--- src/rtl/display_arbiter.sv ---
// Two-requester arbiter for the 8-digit seven-segment driver: picks an owner, enforces a
// minimum hold time in ticks, alternates under contention and registers the owner's digits.
module display_arbiter #(
  parameter int unsigned TICK_DIV   = 25000000,
  parameter int unsigned HOLD_TICKS = 4
) (
  input  logic        CLK,
  input  logic        reset,
  input  logic        req_a,
  input  logic        req_b,
  input  logic [31:0] data_a,
  input  logic [31:0] data_b,
  output logic        grant_a,
  output logic        grant_b,
  output logic        blank,
  output logic [3:0]  data_7,
  output logic [3:0]  data_6,
  output logic [3:0]  data_5,
  output logic [3:0]  data_4,
  output logic [3:0]  data_3,
  output logic [3:0]  data_2,
  output logic [3:0]  data_1,
  output logic [3:0]  data_0
);

  localparam int unsigned TW = (TICK_DIV > 1) ? $clog2(TICK_DIV) : 1;
  localparam int unsigned HW = $clog2(HOLD_TICKS + 1);
  localparam logic [TW-1:0] TickMax = TW'(TICK_DIV - 1);
  localparam logic [HW-1:0] HoldMax = HW'(HOLD_TICKS);

  typedef enum logic [1:0] {StIdle, StOwnA, StOwnB} state_e;

  state_e        state_q, state_d;
  logic [TW-1:0] tick_q, tick_d;
  logic [HW-1:0] hold_q, hold_d;
  logic          last_b_q, last_b_d;
  logic [31:0]   data_q, data_d;
  logic          tick, hold_done, new_grant;

  assign tick      = (tick_q == TickMax);
  assign hold_done = (hold_q == HoldMax);
  assign tick_d    = tick ? '0 : tick_q + 1'b1;

  always_comb begin
    state_d = state_q;
    unique case (state_q)
      StIdle: begin
        // On a tie the requester that did not own last wins; reset favours A.
        if (req_a && req_b)  state_d = last_b_q ? StOwnA : StOwnB;
        else if (req_a)      state_d = StOwnA;
        else if (req_b)      state_d = StOwnB;
      end
      StOwnA: begin
        if (!req_a)                   state_d = req_b ? StOwnB : StIdle;
        else if (req_b && hold_done)  state_d = StOwnB;
      end
      StOwnB: begin
        if (!req_b)                   state_d = req_a ? StOwnA : StIdle;
        else if (req_a && hold_done)  state_d = StOwnA;
      end
      default: state_d = StIdle;
    endcase
  end

  assign new_grant = (state_d != state_q) && (state_d != StIdle);

  always_comb begin
    hold_d   = hold_q;
    last_b_d = last_b_q;
    if (new_grant) begin
      hold_d   = '0;
      last_b_d = (state_d == StOwnB);
    end else if (tick && !hold_done) begin
      hold_d = hold_q + 1'b1;
    end
  end

  // Digits follow the next owner so they change in the same cycle as the grant.
  always_comb begin
    data_d = '0;
    unique case (state_d)
      StOwnA:  data_d = data_a;
      StOwnB:  data_d = data_b;
      default: data_d = '0;
    endcase
  end

  always_ff @(posedge CLK or posedge reset) begin
    if (reset) begin
      state_q  <= StIdle;
      tick_q   <= '0;
      hold_q   <= '0;
      last_b_q <= 1'b1;
      data_q   <= '0;
    end else begin
      state_q  <= state_d;
      tick_q   <= tick_d;
      hold_q   <= hold_d;
      last_b_q <= last_b_d;
      data_q   <= data_d;
    end
  end

  assign grant_a = (state_q == StOwnA);
  assign grant_b = (state_q == StOwnB);
  assign blank   = (state_q == StIdle);
  assign data_7  = data_q[31:28];
  assign data_6  = data_q[27:24];
  assign data_5  = data_q[23:20];
  assign data_4  = data_q[19:16];
  assign data_3  = data_q[15:12];
  assign data_2  = data_q[11:8];
  assign data_1  = data_q[7:4];
  assign data_0  = data_q[3:0];

endmodule

--- config.mk ---
export PLATFORM = sky130hd
export DESIGN_NAME = display_arbiter
export DESIGN_NICKNAME = d
export VERILOG_FILES = /design/src/rtl/display_arbiter.sv
export SDC_FILE = /design/constraint.sdc
export NUM_CORES = 1
export LEC_CHECK = 0
export CAP_MARGIN = 25
export CORE_MARGIN = 3
export CORE_UTILIZATION = 30
export DETAILED_ROUTE_END_ITERATION = 10
export PLACE_DENSITY_LB_ADDON = 0.3
export SLEW_MARGIN = 0
export SYNTH_ARGS = -nofsm -noshare
export SYNTH_HDL_FRONTEND = slang
export SYNTH_SLANG_ARGS = --single-unit
--- constraint.sdc ---
create_clock -name CLK -period 2.9 [get_ports CLK]
set_input_delay 0.58 -clock CLK [delete_from_list [all_inputs] [get_ports CLK]]
set_output_delay 0.58 -clock CLK [all_outputs]
set_load 0.02 [all_outputs]
==> summary.txt <==
Outcome: completed
Post-CTS Setup Bufs: 0
Period utilization: 88.6%
Design area: 4400 sq um
Diodes inserted: 0
Layout cells sized above 1: 7.97%
Setup Skew: 7.03 ps
Pwr Density: 571 nW/um^2
Post-synth top area share: 52.1%
Critical path arrival: 2830 ps
Slew HR: 56.6%
Total GRT Usage: 14.1%
Syn Nets: 355
Worst-path clk slew: 70 ps
FMAX: 0.389 GHz
Longest Clk Path Bufs: 2
CTS root buffer: clkbuf_8
Post-synthesis cell area: 2980 sq um
Slew @ Worst Pin: 652 ps
Clock Sink Count: 63
Critical Path RT: 3160 ps
Cts hold-fix bufs: 0
Worst setup EP type: register
H-tree Lvls: 3
Placed cell count: 502
Min Tclk post-route: 2570 ps
Core ar.: 9460 sq um
Area Overhead vs Synth: 47.8%
Die area: 11200 sq um
First DRT Iteration DRCs: 95
Number of synthesized register bits: 63
Leading cell types by total area after synthesis: dfrtp_1 52%, a22oi_1 8.1%, nor2b_1 7.6%
Total global routing overflow: 0
DP Area: 4160 sq um
RSZ-0062 raised after global routing: no
Worst hold-check path type: reg2reg
Setup TNS: 0 ps
Cell count after synthesis: 280
Nets: 459
Drt first pass iters: 4
Filler Cells Inserted: 897
Post-synthesis sequential area ratio: 52.9%
Final hold violations: 0
Detail Route Antenna Nets: 0
Async set-reset flop share out of synthesis: 100%
Largest net degree at the start of global routing: 40
Residual DRC: 0
Site row count: 35
Clock latency on the worst-skew pair: 340 ps
Fin cells: 518
Worst vdd ir: 0.336 mV
Initial antenna violation count: 0
Post-synthesis average cell area: 10.6 sq um
Die width: 106 um
Initial Util: 31.5%
CTS tree: done
EDFF count, synth: 0
Setup crit start kind: register
I/O pins: 103
First-pass GRT wire length: 12.5 mm
Slew Viols, Final: 0
DR vias/cell: 4.83
Drt wl/cell: 14.5 um
Lkg Pwr: 1.76 nW
Yosys warns: 0
Total Wirelength: 7.52 mm
Critical path class: reg2reg
Critical Path Fanout Max: 5
HPWL Detailed: 5.50 mm
Commonest cells in the netlist: 62 x dfrtp_1, 36 x nor2b_1, 32 x a22oi_1, 12 x clkbuf_1
Count leader, synth: dfrtp_1
Endpoints failing setup: 0
Die H: 106 um
RePlAce Congestion: 0.775
Setup ws final: 332 ps
Max-cap violations: 0
Top_reg_cell synth: dfrtp_1
Post-Place Setup Slack: 184 ps
Area leader, netlist: dfrtp_1
PortBufs: 102
Vias: 2503
Number of distinct library cells after synthesis: 37
Num CTS Buffers: 9
Vias in the first global route: 2541
-- final cells by class --
cell class              count  area, sq um  area share [%]
flip-flops and latches     63         1580            35.8
clock inverters             7          120            2.73
multi-input cells         195         1320            30.0
well taps                 129          161            3.66
repair buffers            107         1070            24.3
clock buffers               9          124            2.81
inverters                   8         30.0           0.682
-- cells in the final DEF (no fill, tap or decap), types with 9 or more instances in the layout --
| cell | instances |
|---|---|
| a21oi_1 | 9 |
| nor2_1 | 11 |
| nand2_1 | 11 |
| a22oi_1 | 32 |
| nand3_1 | 11 |
| clkdlybuf4s50_1 | 102 |
| nor2b_1 | 36 |
| o21ai_0 | 9 |
| dfrtp_1 | 62 |
| clkbuf_8 | 9 |
-- worst max-delay path, cell delays in order (launching register included) --
cell	delay [ps]
dfrtp_1	380
inv_1	60
ha_1	250
nand2_1	130
mux2_2	340
o21ai_0	240
nand3_1	160
ha_2	200
a31oi_1	140
o21a_1	240
mux2_2	350
-- stage by stage --
step           power (mW)  util [%]  hold slack [ps]
4_1_cts              2.55      46.5              497
2_1_floorplan        1.30         -              464
3_3_place_gp         1.60      44.0              478
5_1_grt              2.64      46.6              513
6_report             2.51      46.6              494
3_5_place_dp         1.60      44.0              483
-- layer usage --
layer	wire length, um	vias to the layer above	track usage [%]
li1	-	1222	-
met1	3150	1179	16.8
met2	3520	93	22.5
met3	744	9	6.25
met4	109	0	5.27
met5	0	-	0
-- sequential cells by signal (all words and copies together) (netlist names) --
name and count:
last_b_q 1, state_q 2, data_q 32, tick_q 25, hold_q 3
-- where the power goes --
part           total [mW]  internal, mW  switching (mW)
clock network       0.933         0.574           0.360
registers           0.983         0.951          0.0325
logic               0.596         0.314           0.282
-- repair_timing --
action,4_1_cts,5_1_grt
endpoints found under the setup margin,0,20
hold endpoints to repair,0,0
resized for setup,0,1
-- path summary, 6_finish.rpt --
kind,end,slack [ps],depth (start not counted),startpoint
setup / recovery,last_b_q,330,10,hold_q[0]
hold / removal,tick_q[10],490,1,tick_q[10]
setup reg to reg,last_b_q,330,10,hold_q[0]
hold reg to reg,tick_q[10],490,1,tick_q[10]
max in group asynchronous,last_b_q,1610,3,reset
min in group asynchronous,data_q[1],620,2,reset
-- cells by family (layout without fill, tap and decap cells) --
group / Yosys count / after routing / synth area share [%]
muxes: 4 / 4 / 1.43
buffers and inverters: 22 / 131 / 2.85
and+or+nand+nor: 109 / 109 / 21.9
xor gates and xnor gates: 13 / 13 / 3.82
DFF: 63 / 63 / 52.9
AOI/OAI and AO/OA: 62 / 62 / 14.1
adders and majority gates: 7 / 7 / 2.94
(Power assumes the default switching activity.)
